==> src/rtl/combat_pkg.sv <==
`default_nettype none
// ============================================================================
// Module   : combat_pkg
// Purpose  : Shared types, winner codes and damage lookup for combat_resolver.
// Revision : 1.0 - initial release
// ============================================================================
package combat_pkg;

    typedef enum logic [1:0] {
        ST_IDLE  = 2'd0,
        ST_FIGHT = 2'd1,
        ST_PAUSE = 2'd2,
        ST_KO    = 2'd3
    } state_t;

    typedef enum logic [1:0] {
        ATK_NONE  = 2'd0,
        ATK_PUNCH = 2'd1,
        ATK_KICK  = 2'd2,
        ATK_SHOOT = 2'd3
    } attack_t;

    localparam logic [1:0] c_WIN_NONE = 2'b00;
    localparam logic [1:0] c_WIN_P1   = 2'b01;
    localparam logic [1:0] c_WIN_P2   = 2'b10;
    localparam logic [1:0] c_WIN_DRAW = 2'b11;

    // Blocking halves the base damage of whatever attack type landed.
    function automatic logic [6:0] damage_lookup(
        input attack_t    atk,
        input logic [6:0] punch_dmg,
        input logic [6:0] kick_dmg,
        input logic [6:0] shoot_dmg,
        input logic       blocked
    );
        logic [6:0] base;
        case (atk)
            ATK_PUNCH: base = punch_dmg;
            ATK_KICK:  base = kick_dmg;
            ATK_SHOOT: base = shoot_dmg;
            default:   base = 7'd0;
        endcase
        return blocked ? (base >> 1) : base;
    endfunction

endpackage
`default_nettype wire

==> src/rtl/combat_resolver_attack_channel.sv <==
`default_nettype none
// ============================================================================
// Module   : attack_channel
// Purpose  : One attacker: edge detect, priority select, cooldown, reach check.
// Revision : 1.0 - initial release
// ============================================================================
module attack_channel #(
    parameter int PUNCH_DMG   = 5,
    parameter int KICK_DMG    = 8,
    parameter int SHOOT_DMG   = 10,
    parameter int PUNCH_REACH = 140,
    parameter int KICK_REACH  = 160,
    parameter int COOLDOWN    = 20
) (
    input  logic       frame_clk,
    input  logic       Reset,
    input  logic       fight,
    input  logic       kick,
    input  logic       punch,
    input  logic       shoot,
    input  logic       victim_block,
    input  logic       victim_crouch,
    input  logic       victim_jump,
    input  logic [9:0] dx,
    output logic       landed,
    output logic [6:0] damage
);
    import combat_pkg::*;

    localparam int c_CD_W = $clog2(COOLDOWN + 1);

    logic              r_kick_q;
    logic              r_punch_q;
    logic              r_shoot_q;
    logic [c_CD_W-1:0] r_cooldown;
    attack_t           w_atk;
    logic              w_connect;

    always_comb begin
        w_atk = ATK_NONE;
        if (fight && (r_cooldown == '0)) begin
            if (shoot && !r_shoot_q)
                w_atk = ATK_SHOOT;
            else if (kick && !r_kick_q)
                w_atk = ATK_KICK;
            else if (punch && !r_punch_q)
                w_atk = ATK_PUNCH;
        end

        case (w_atk)
            ATK_PUNCH: w_connect = (dx <= 10'(PUNCH_REACH)) && !victim_crouch;
            ATK_KICK:  w_connect = (dx <= 10'(KICK_REACH));
            ATK_SHOOT: w_connect = !victim_jump;
            default:   w_connect = 1'b0;
        endcase
    end

    assign landed = w_connect;
    assign damage = w_connect ? damage_lookup(w_atk, 7'(PUNCH_DMG), 7'(KICK_DMG),
                                              7'(SHOOT_DMG), victim_block)
                              : 7'd0;

    // Flag history tracks every frame so a press made while paused never fires later.
    always_ff @(posedge frame_clk or posedge Reset) begin
        if (Reset) begin
            r_kick_q   <= 1'b0;
            r_punch_q  <= 1'b0;
            r_shoot_q  <= 1'b0;
            r_cooldown <= '0;
        end else begin
            r_kick_q  <= kick;
            r_punch_q <= punch;
            r_shoot_q <= shoot;
            if (w_atk != ATK_NONE)
                r_cooldown <= c_CD_W'(COOLDOWN - 1);
            else if (fight && (r_cooldown != '0))
                r_cooldown <= r_cooldown - c_CD_W'(1);
        end
    end

endmodule
`default_nettype wire

==> src/rtl/combat_resolver.sv <==
`default_nettype none
// ============================================================================
// Module   : combat_resolver
// Purpose  : Per-frame hit resolution, health, invulnerability and round FSM.
// Revision : 1.0 - initial release
// ============================================================================
module combat_resolver #(
    parameter int MAX_HEALTH   = 100,
    parameter int PUNCH_DMG    = 5,
    parameter int KICK_DMG     = 8,
    parameter int SHOOT_DMG    = 10,
    parameter int PUNCH_REACH  = 140,
    parameter int KICK_REACH   = 160,
    parameter int COLLIDE_DIST = 100,
    parameter int COOLDOWN     = 20,
    parameter int INVULN       = 30
) (
    input  logic       frame_clk,
    input  logic       Reset,
    input  logic       start,
    input  logic [9:0] SpriteX1,
    input  logic [9:0] SpriteY1,
    input  logic [9:0] SpriteX2,
    input  logic [9:0] SpriteY2,
    input  logic       kick1,
    input  logic       punch1,
    input  logic       shoot1,
    input  logic       block1,
    input  logic       crouch1,
    input  logic       jump1,
    input  logic       kick2,
    input  logic       punch2,
    input  logic       shoot2,
    input  logic       block2,
    input  logic       crouch2,
    input  logic       jump2,
    output logic       collision,
    output logic [6:0] health1,
    output logic [6:0] health2,
    output logic       hit1,
    output logic       hit2,
    output logic       game_over,
    output logic [1:0] winner
);
    import combat_pkg::*;

    localparam int c_IV_W = $clog2(INVULN + 1);

    state_t            r_state;
    state_t            w_state_next;
    logic [c_IV_W-1:0] r_invuln1;
    logic [c_IV_W-1:0] r_invuln2;
    logic [9:0]        w_dx;
    logic              w_fight;
    logic              w_ch1_landed;
    logic              w_ch2_landed;
    logic [6:0]        w_dmg1;
    logic [6:0]        w_dmg2;
    logic              w_land1;
    logic              w_land2;
    logic [6:0]        w_hp1_next;
    logic [6:0]        w_hp2_next;
    logic              w_ko;
    logic              w_unused_y;

    assign w_unused_y = ^{SpriteY1, SpriteY2};
    assign w_dx       = (SpriteX1 >= SpriteX2) ? (SpriteX1 - SpriteX2) : (SpriteX2 - SpriteX1);
    assign w_fight    = (r_state == ST_FIGHT);

    attack_channel #(
        .PUNCH_DMG(PUNCH_DMG), .KICK_DMG(KICK_DMG), .SHOOT_DMG(SHOOT_DMG),
        .PUNCH_REACH(PUNCH_REACH), .KICK_REACH(KICK_REACH), .COOLDOWN(COOLDOWN)
    ) u_ch1 (
        .frame_clk(frame_clk), .Reset(Reset), .fight(w_fight),
        .kick(kick1), .punch(punch1), .shoot(shoot1),
        .victim_block(block2), .victim_crouch(crouch2), .victim_jump(jump2),
        .dx(w_dx), .landed(w_ch1_landed), .damage(w_dmg2)
    );

    attack_channel #(
        .PUNCH_DMG(PUNCH_DMG), .KICK_DMG(KICK_DMG), .SHOOT_DMG(SHOOT_DMG),
        .PUNCH_REACH(PUNCH_REACH), .KICK_REACH(KICK_REACH), .COOLDOWN(COOLDOWN)
    ) u_ch2 (
        .frame_clk(frame_clk), .Reset(Reset), .fight(w_fight),
        .kick(kick2), .punch(punch2), .shoot(shoot2),
        .victim_block(block1), .victim_crouch(crouch1), .victim_jump(jump1),
        .dx(w_dx), .landed(w_ch2_landed), .damage(w_dmg1)
    );

    // An invulnerable victim swallows the attack; the attacker's cooldown still runs.
    assign w_land1    = w_ch2_landed && (r_invuln1 == '0);
    assign w_land2    = w_ch1_landed && (r_invuln2 == '0);
    assign w_hp1_next = !w_land1 ? health1 : ((health1 > w_dmg1) ? (health1 - w_dmg1) : 7'd0);
    assign w_hp2_next = !w_land2 ? health2 : ((health2 > w_dmg2) ? (health2 - w_dmg2) : 7'd0);
    assign w_ko       = w_fight && ((w_hp1_next == 7'd0) || (w_hp2_next == 7'd0));

    always_comb begin
        w_state_next = r_state;
        case (r_state)
            ST_IDLE:  if (start) w_state_next = ST_FIGHT;
            ST_FIGHT: begin
                if (w_ko)
                    w_state_next = ST_KO;
                else if (!start)
                    w_state_next = ST_PAUSE;
            end
            ST_PAUSE: if (start) w_state_next = ST_FIGHT;
            default:  w_state_next = r_state;
        endcase
    end

    always_ff @(posedge frame_clk or posedge Reset) begin
        if (Reset)
            r_state <= ST_IDLE;
        else
            r_state <= w_state_next;
    end

    always_ff @(posedge frame_clk or posedge Reset) begin
        if (Reset) begin
            collision <= 1'b0;
            health1   <= 7'(MAX_HEALTH);
            health2   <= 7'(MAX_HEALTH);
            hit1      <= 1'b0;
            hit2      <= 1'b0;
            game_over <= 1'b0;
            winner    <= c_WIN_NONE;
            r_invuln1 <= '0;
            r_invuln2 <= '0;
        end else begin
            if (r_state != ST_KO)
                collision <= (w_dx < 10'(COLLIDE_DIST));
            hit1    <= w_land1;
            hit2    <= w_land2;
            health1 <= w_hp1_next;
            health2 <= w_hp2_next;

            if (w_land1)
                r_invuln1 <= c_IV_W'(INVULN - 1);
            else if (w_fight && (r_invuln1 != '0))
                r_invuln1 <= r_invuln1 - c_IV_W'(1);

            if (w_land2)
                r_invuln2 <= c_IV_W'(INVULN - 1);
            else if (w_fight && (r_invuln2 != '0))
                r_invuln2 <= r_invuln2 - c_IV_W'(1);

            if (w_ko) begin
                game_over <= 1'b1;
                if ((w_hp1_next == 7'd0) && (w_hp2_next == 7'd0))
                    winner <= c_WIN_DRAW;
                else if (w_hp1_next == 7'd0)
                    winner <= c_WIN_P2;
                else
                    winner <= c_WIN_P1;
            end
        end
    end

endmodule
`default_nettype wire

==> config.mk <==
export PLATFORM = sky130hd
export DESIGN_NAME = combat_resolver
export DESIGN_NICKNAME = d
export VERILOG_FILES = /design/src/rtl/combat_pkg.sv /design/src/rtl/combat_resolver_attack_channel.sv /design/src/rtl/combat_resolver.sv
export SDC_FILE = /design/constraint.sdc
export NUM_CORES = 1
export LEC_CHECK = 0
export CELL_PAD_IN_SITES_DETAIL_PLACEMENT = 0
export CELL_PAD_IN_SITES_GLOBAL_PLACEMENT = 1
export CORE_UTILIZATION = 38
export CTS_CLUSTER_DIAMETER = 40
export DETAILED_ROUTE_END_ITERATION = 8
export PLACE_DENSITY_LB_ADDON = 0.1
export SETUP_SLACK_MARGIN = 0.4
export SLEW_MARGIN = 20
export SYNTH_ARGS = -nofsm -noshare
export SYNTH_HDL_FRONTEND = slang
export SYNTH_SLANG_ARGS = --single-unit
==> constraint.sdc <==
create_clock -name frame_clk -period 5 [get_ports frame_clk]
set_clock_uncertainty 0.1 [all_clocks]
set_input_delay 0.75 -clock frame_clk [delete_from_list [all_inputs] [get_ports frame_clk]]
set_output_delay 0.75 -clock frame_clk [all_outputs]
set_load 0.01 [all_outputs]
# == Word-level counts from Yosys, hierarchy flattened ==
# Index checks and enable logic that the tools add are counted.
# word_totals
ff_bits,48
latchBits,0
ram_bits,0
rom_bits,0
in_bits,55
output_inout_bits,20
wordCells,127
n_memories,0
# classes
addsub,8
multipliers,0
div_mod_pow,0
n_lt_le_gt_ge,6
n_eq_ne,11
shift,0
muxes,35
bitwise,0
reduce_logical,49
# op_table
operator,n
two-way mux 7 bit,6
two-way mux 5 bit,8
one-hot mux 4 bit (3 select lines),2
two-way mux 2 bit,11
less-or-equal comparator 10 x 8 -> 1 bit (second input constant),2
zero test 5 bit,4
nonzero test 5 bit,4
subtractor 10 bit,2
subtractor 5 x 1 -> 5 bit (second input constant),4
logical AND 1 bit,18
> comparator 7 bit,2
zero test 7 bit,2
nonzero test 2 bit,7
subtractor 7 bit,2
equality test 2 bit (second input constant),5
greater-or-equal comparator 10 bit,1
zero test 1 bit,10
< comparator 10 x 7 -> 1 bit (second input constant),1
two-way mux 10 bit,1
two-way mux 4 bit,2
equality test 2 x 1 -> 1 bit (second input constant),3
one-hot mux 1 bit (3 select lines),2
one-hot mux 2 bit (2 select lines),1
inequality test 3 bit (second input constant),1
other kinds (7),8

# == Longest topological paths before layout ==
# Gate-level depths: netlist (run 1).
# logic_depth
depth_word,18
depth_mapped,27
mapped_depth_nobuf,25

# == Cells and area by module ==
# From an unflattened synthesis (run 1), not the netlist that was laid out.
# hier_totals
cells_unflattened,477
area_unflattened_um2,4130.2
# modules_own_cells
mod,instances,cells_each,area_each_um2,seq_area_each_um2
combat_resolver,1,347,2994.1,808.3
attack_channel,2,65,568.0,200.2

# == Least setup slack after synthesis (run 1) ==
# No wires, ideal clock.
# synth_path
kind,in2reg
startpoint,input port SpriteX1[3]
endpoint,register winner[1]
setup_time_ns,0.119
t_arrival_ns,5.313
required_ns,4.781
setup_slack_ns,-0.532
stages,24
n_path_buf,1
cell_sequence,inv_1 > ha_1 > buf_4 > nand2_1 > a21o_1 > a31o_2 > nand2_1 > mux2_2 > a211o_1 > a21o_1 > o22ai_1 > nor2_1 > nor2_1 > nand2_1 > ha_1 > a21oi_1 > o21ai_0 > a211o_1 > o31ai_1 > nor3b_1 > a41o_1 > nand3_1 > mux2_2 > a21bo_2
# synth_via
elab_chain_len,12
elab_cells_between_ends,29
cone_classes,add/sub (4); order compare (5); mux (11); reduce/logical (9)
# synth_rtl
item,line_no,text
start: declaration,combat_resolver.sv:21,"input logic [9:0] SpriteX1,"
subtractor 10 bit / greater-or-equal comparator 10 bit (equally long branches),combat_resolver.sv:67,assign w_dx = (SpriteX1 >= SpriteX2) ? (SpriteX1 - SpriteX2) : (SpriteX2 - SpriteX1);
two-way mux 10 bit *,combat_resolver.sv:67,
less-or-equal comparator 10 x 8 -> 1 bit,combat_resolver_attack_channel.sv:51,ATK_PUNCH: w_connect = (dx <= 10'(PUNCH_REACH)) && !victim_crouch;
logical AND 1 bit,combat_resolver_attack_channel.sv:51,
one-hot mux 1 bit (3 select lines),combat_resolver_attack_channel.sv:50,case (w_atk)
two-way mux 7 bit,combat_resolver_attack_channel.sv:59,"assign damage = w_connect ? damage_lookup(w_atk, 7'(PUNCH_DMG), 7'(KICK_DMG),"
subtractor 7 bit (tied with other cells),combat_resolver.sv:93,assign w_hp1_next = !w_land1 ? health1 : ((health1 > w_dmg1) ? (health1 - w_dmg1) : 7'd0);
"two-way mux 7 bit, on equally long branches (2 in series)","combat_resolver.sv:93, combat_resolver.sv:94",
"zero test 7 bit, on equally long branches","combat_resolver.sv:95, combat_resolver.sv:150, combat_resolver.sv:152",
two-way mux 2 bit (tied with other cells),combat_resolver.sv:152,else if (w_hp1_next == 7'd0)
two-way mux 2 bit / logical AND 1 bit (equally long branches),"combat_resolver.sv:150, combat_resolver.sv:95",
end signal: assignment,combat_resolver.sv:151,winner <= c_WIN_DRAW;
end signal: assignment,combat_resolver.sv:153,winner <= c_WIN_P2;
end signal: assignment,combat_resolver.sv:155,winner <= c_WIN_P1;
end: declaration,combat_resolver.sv:43,output logic [1:0] winner
# Every way passes the cells marked *; elsewhere a longest branch is shown, timed or not.
# A chain may end at the register's enable or synchronous reset.

# == Worst setup path in the final report (run 1) ==
# layout_path
startpoint,input port SpriteX2[1]
endpoint,register winner[0]
# layout_via
elab_chain_len,12
elab_cells_between_ends,29
cone_classes,add/sub (4); order compare (5); mux (11); reduce/logical (9)
# layout_rtl
item,line_no,text
start: declaration,combat_resolver.sv:23,"input logic [9:0] SpriteX2,"
subtractor 10 bit / greater-or-equal comparator 10 bit (equally long branches),combat_resolver.sv:67,
two-way mux 10 bit *,combat_resolver.sv:67,
less-or-equal comparator 10 x 8 -> 1 bit,combat_resolver_attack_channel.sv:51,
logical AND 1 bit,combat_resolver_attack_channel.sv:51,
one-hot mux 1 bit (3 select lines),combat_resolver_attack_channel.sv:50,
two-way mux 7 bit,combat_resolver_attack_channel.sv:59,
subtractor 7 bit (tied with other cells),combat_resolver.sv:93,
"two-way mux 7 bit, on equally long branches (2 in series)","combat_resolver.sv:93, combat_resolver.sv:94",
"zero test 7 bit, on equally long branches","combat_resolver.sv:95, combat_resolver.sv:150, combat_resolver.sv:152",
two-way mux 2 bit (tied with other cells),combat_resolver.sv:152,
two-way mux 2 bit / logical AND 1 bit (equally long branches),"combat_resolver.sv:150, combat_resolver.sv:95",
# Marked as above.

==> out/metrics.yaml, run 1 <==
io-pin-count: 75
die_w_um: 105
syn_area_um2: 4050
synth_edf_count: 0
cp_slowest_stage_delay_ns: 0.52
final.setup.tns_ns: -2.13
cts_tree: "built"
synth_cells: 488
ctsHoldBuffers: 0
violations: "setup timing"
area_growth_pct: 65.3
core_um2: 10300
worst_r2r_path_depth: 20
syn-num-nets: 578
busiest_layer: "met2"
dr_total_vias: 4306
drt_wl_total_um: 12200
drt-initial-drc-count: 176
antenna_found_initial: 0
rsz0062_at_grt: "true"
yosysMostFrequentCell: "nand2_1"
p_leak_uw: 0.00289
yosysTopAreaCellShare_pct: 26.0
arrival_ns: 5.45
initial_core_util_pct: 39.2
irDropWorstVdd_mv: 0.113
synth_commonest_cells: "nand2_1 (60), inv_1 (46), dfrtp_1 (42)"
drive_gt1_share_pct: 44.1
maxCapViolCount: 0
final_area_um2: 6690
grt_pass1_vias: 4228
clock.fmax_ghz: 0.187
crit_path_start_kind: "input port"
drt.antenna.violating_nets: 0
worst_pin_slew_ns: 0.841
cp_max_fo: 5
grt_overflow: 0
period_needed_ns: 5.34
finalNetCount: 764
grt_pass1_wl_um: 19600
routedWlPerCell_um: 15.1
endpoint_kind: "flop"
grt.met3_usage_pct: 3.46
holdPathStages: 2
final_util_pct: 64.8
insertion_delay_ns: 0.31
outcome: "finished, violations left"
synth.distinct_cells: 71
finalHoldViolations: 0
remaining_drc_errors: 0
fin_ws_ns: -0.342
grt_max_degree: 49
diodes: 0
crit_required_ns: 5.10
grt_usage_pct: 21.7
slowest_stage: "or4_4"
synthArstFlopShare_pct: 100
postSynthAreaPerCell_um2: 8.30
ys_top_cells_by_area: "dfrtp_1 (26%), ha_1 (10%), nand2_1 (5.6%)"
dr.pass1.iters: 5
rows: 37
cts_buffer_depth: 2
ys_seq_area_share_pct: 29.9
met1_usage_pct: 27.3
drt-vias-per-instance: 5.31
fin_crit_sh_pct: 107
finalWeightedCongestion: 0.975
dieHeight_um: 105
use_met2_pct: 39.1
place_worst_setup_slack_ns: -1.17
finalMaxSlewViolations: 0
yosys_warnings: 0
synth_ff_type: "dfrtp_1"
ys_seq_elements: 48
critical_path_class: "input port to flop"
placed_cell_area_um2: 5560
dp_hpwl_um: 8520
cts.clk_slew.worst_paths_ns: 0.10
dieArea_um2: 11100
power_density_nw_per_um2: 175
htreeDepth: 2
cts_root_buf: "clkbuf_8"
port_buffers: 54
synth_top_cell_by_area: "dfrtp_1"
cts.sinks: 48
maxSlewHeadroom_pct: 43.9
cts_buffers: 5
hold_path_class: "flop to flop"
setup_viol: 9
critical path, delay by kind of cell:
family          cells  cell delay (ns)
compound gates      9             1.89
simple gates        9             1.47
fa+ha+maj           2             0.63
buf+inv             4             0.55
xor+xnor            1             0.14
worst paths after layout:
path | startpoint | to | slack (ns)
worst min-delay path | r_invuln2[4] | r_invuln2[4] | 0.38
worst min register to register | r_invuln2[4] | r_invuln2[4] | 0.38
max in group asynchronous | Reset | u_ch2.r_cooldown[0] | 3.50
min in group asynchronous | Reset | r_state[0] | 0.81
worst max-delay path | SpriteX2[1] | winner[0] | -0.34
worst max register to register | u_ch2.r_cooldown[0] | winner[0] | 0.68
metal layers:
layer / share of wire [%] / wire [µm]
met1: 44 / 5400
met2: 51 / 6230
met3: 3.9 / 482
met4: 1.0 / 127
met5: 0 / 0
layout make-up:
| type | count | area, µm² |
|---|---|---|
| sequential | 48 | 1210 |
| fill | 857 | 3630 |
| inverter | 46 | 186 |
| tap | 136 | 170 |
| clock buffer | 7 | 96.3 |
| multi-input combinational | 384 | 3380 |
| clock inverter | 1 | 30.0 |
| timing repair buffer | 189 | 1620 |
stage by stage:
| stage | instances | total power (µW) | hold WS, ns |
|---|---|---|---|
| after global routing | 811 | 1220 | 0.411 |
| after detailed placement | 760 | 745 | 0.358 |
| final | 811 | 1170 | 0.375 |
| after CTS | 803 | 1130 | 0.380 |
| after floorplan | 488 | 591 | 0.329 |
| after global placement | 760 | 745 | 0.343 |
state kept, by name, summed over array words and instances, names as in the netlist:
signal / flops
hit2: 1
u_ch2.r_cooldown: 5
hit1: 1
game_over: 1
health1: 7
r_state: 2
u_ch1.r_kick_q: 1
winner: 2
health2: 7
u_ch1.r_shoot_q: 1
u_ch2.r_punch_q: 1
u_ch1.r_punch_q: 1
r_invuln1: 5
u_ch1.r_cooldown: 5
collision: 1
u_ch2.r_shoot_q: 1
u_ch2.r_kick_q: 1
r_invuln2: 5
what timing repair did:
| item | 4_1_cts | 5_1_grt |
|---|---|---|
| pin swaps | 61 | 29 |
| endpoints found under the setup margin | 20 | 20 |
| gates resized for setup | 158 | 54 |
| setup buffers | 35 | 8 |
logic make-up (layout without fill, tap and decap cells):
group / after synthesis / in the layout / share of synthesized area (%)
adders and majority gates: 35 / 35 / 11.2
and+or+nand+nor: 191 / 191 / 24.1
AOI/OAI and AO/OA: 118 / 118 / 19.8
DFF: 48 / 48 / 29.9
buffers and inverters: 56 / 243 / 5.84
muxes: 12 / 12 / 3.18
xor gates and xnor gates: 28 / 28 / 6.06
layout by cell type (no fill, tap or decap), types with 9 or more instances in the layout:
cell               n
a21o_1             9
inv_2             10
xor2_1            10
inv_1             34
ha_1              12
buf_4            109
buf_6             25
nand2_1           49
o21ai_0           13
nor2_1            27
dfrtp_1           42
ha_4              16
a21oi_1           16
nand3_1           11
xnor2_1           14
clkdlybuf4s50_1   34
where the power goes:
group | switching [µW] | leakage, µW | internal (µW) | total [µW]
Combinational | 218 | 0.00231 | 247 | 465
Clock | 137 | 0.0000645 | 177 | 313
Sequential | 1.46 | 0.000514 | 392 | 394
Total | 356 | 0.00289 | 816 | 1170
Power figures use the tool's default switching activity.
==> run 2, diff against run 1 <==
- CAP_MARGIN: not set -> 20
==> results of run 2 <==
Same layout as run 1: the final DEF is identical, and so are final timing and power.
==> RTL change, RTL diff (settings of run 1) <==
Remove the register `hit2`: a continuous assignment takes its place, so the output `hit2` follows one clock earlier.
--- a/src/rtl/combat_resolver.sv
+++ b/src/rtl/combat_resolver.sv
@@ -124,3 +124,2 @@
             hit1      <= 1'b0;
-            hit2      <= 1'b0;
             game_over <= 1'b0;
@@ -133,3 +132,2 @@
             hit1    <= w_land1;
-            hit2    <= w_land2;
             health1 <= w_hp1_next;
@@ -159,2 +157,4 @@
 
+    assign hit2 = w_land2;
+
 endmodule
Formal check against the unedited RTL: not equivalent (a bounded check fails within 4 cycles, from zero or initial values and one cycle with Reset high).
==> RTL change against run 1 <==
Fmax up 9.3%; area after synthesis down 2.3%; final area down 6.5%; sequential cell count down 1; first-iteration DRC count down 24%; power up 34%; routed wire length down 12%; setup slack better by 0.45 ns; critical path type unchanged; critical endpoint unchanged; largest power group unchanged.
==> RTL change: results (changes against run 1) <==
stage;metric;value;unit;change
yosys;synth_common_cells;51 x nand2_1, 44 x inv_1, 41 x dfrtp_1;;was 60 x nand2_1, 46 x inv_1, 42 x dfrtp_1
finish;final_layout_size_suffix_gt1_share;42.7;%;was 44.1%
global_route;grtUsageMet1;25.3;%;was 27.3%
drt;met2WireLength;5480;um;was 6230 um
setup_path;critical_path_arrival;5.00;ns;was 5.45 ns
drt;met3_length;215;um;was 482 um
drt;wl_per_cell;14.2;um;was 15.1 um
sta;relSlewSlack;43.6;%;was 43.9%
placement;gp_congestion;0.790;;was 0.975
drt;drt_iter0_drc;133;;was 176
pwr;pg_comb;720;uW;was 465 uW
pwr;power_frac_comb;45.8;%;was 39.7%
status;status;complete, no violations;;was finished with violations
placement;hpwl;7720;um;was 8520 um
global_route;grt_pass1_wl;18100;um;was 19600 um
finish;final.fill_count;862;;was 857
yosys;syn-num-nets;548;;was 578
drt;routed_via_density;5.12;;was 5.31
pwr;sequentialPowerShare;35.1;%;was 33.6%
setup_path;worstSetupStartpoint;SpriteX1[2];;was SpriteX2[1]
global_route;met3_usage;2.51;%;was 3.46%
global_route;globalRouteMet2Util;36.7;%;was 39.1%
pwr;p_switching;587;uW;was 356 uW
yosys;synth_area;3960;um^2;was 4050 um^2
placement;placed_cell_area;5380;um^2;was 5560 um^2
yosys;yosysSeqAreaShare;29.9;%;about the same
yosys;yosysUniqueCellTypes;74;;was 71
drt;firstDrtPassIters;4;;was 5
-- RTL change: cell count changes in the layout (fill, tap and decap cells not counted), sizes merged, moves of 5 or more --
cell | run 1 | this run
buf | 141 | 128
a31oi | 3 | 9
a32oi | 5 | 0
nand2 | 60 | 51
nand4 | 9 | 4
-- RTL change: final timing paths --
path,endpoint,slack [ns],cells past startpoint
setup / recovery,winner[0]$_DFFE_PP0P_,0.11,26
hold / removal,u_ch1.r_cooldown[3]$_DFFE_PP0P_,0.38,1
setup reg to reg,winner[0]$_DFFE_PP0P_,0.38,21
hold reg to reg,u_ch1.r_cooldown[3]$_DFFE_PP0P_,0.38,1
max in group asynchronous,health1[1]$_DFF_PP0_,3.50,2
min in group asynchronous,winner[0]$_DFFE_PP0P_,0.80,2
-- RTL change: worst max-delay path, cell delays in order --
cell and delay (ns):
buf_6 0.10, buf_6 0.10, ha_4 0.15, a21o_1 0.20, nor2b_4 0.14, o31a_1 0.35
buf_6 0.14, nor2_4 0.17, and4b_1 0.27, a311oi_4 0.08, buf_4 0.18, buf_4 0.13
nand4b_4 0.16, and2_4 0.17, nor2_4 0.11, ha_4 0.14, inv_2 0.03, fa_2 0.34
a21o_1 0.20, o311ai_2 0.23, o31a_1 0.21, o21ai_2 0.08, nand2_2 0.09, a21oi_4 0.06
a221oi_2 0.16, a21bo_1 0.22
-- RTL change: kinds of logic (layout without fill, tap and decap cells) --
logic type               Yosys count  in the layout  synth area share (%)
AND/OR/NAND/NOR                  167            168                  22.6
flip-flops                        47             47                  29.9
AO/OA/AOI/OAI                    114            114                  20.6
adder cells (fa/ha/maj)           35             35                  11.5
buffers and inverters             57            221                  6.23
XOR/XNOR                          27             27                  5.98
multiplexers                      11             11                  3.23
-- RTL change: cell type report --
class                      instances  area (um^2)  share of cell area [%]
multi-input combinational        355         3220                    51.5
timing repair buffer             167         1390                    22.2
sequential                        47         1180                    18.9
inverter                          46          179                    2.86
tap                              133          166                    2.66
clock buffer                       5         68.8                    1.10
clock inverter                     3         46.3                   0.740
-- RTL change: stage by stage --
step / utilization (%) / setup TNS (ns) / instances / hold WS (ns) / worst slack [ns]
3_3_place_gp: 54.3 / -9.50 / 715 / 0.355 / -0.714
5_1_grt: 63.1 / -0.158 / 756 / 0.388 / -0.0649
6_report: 63.1 / 0 / 756 / 0.378 / 0.112
3_5_place_dp: 54.3 / -10.77 / 715 / 0.353 / -0.787
4_1_cts: 59.4 / 0 / 743 / 0.377 / 0.172
2_1_floorplan: - / 0 / 458 / 0.334 / 0.115
-- RTL change: timing repair --
item | CTS | global route
endpoints found under the setup margin | 20 | 20
resized for setup | 136 | 61
setup buffers | 19 | 13
pin swaps | 55 | 39
cloned | 1 | 0
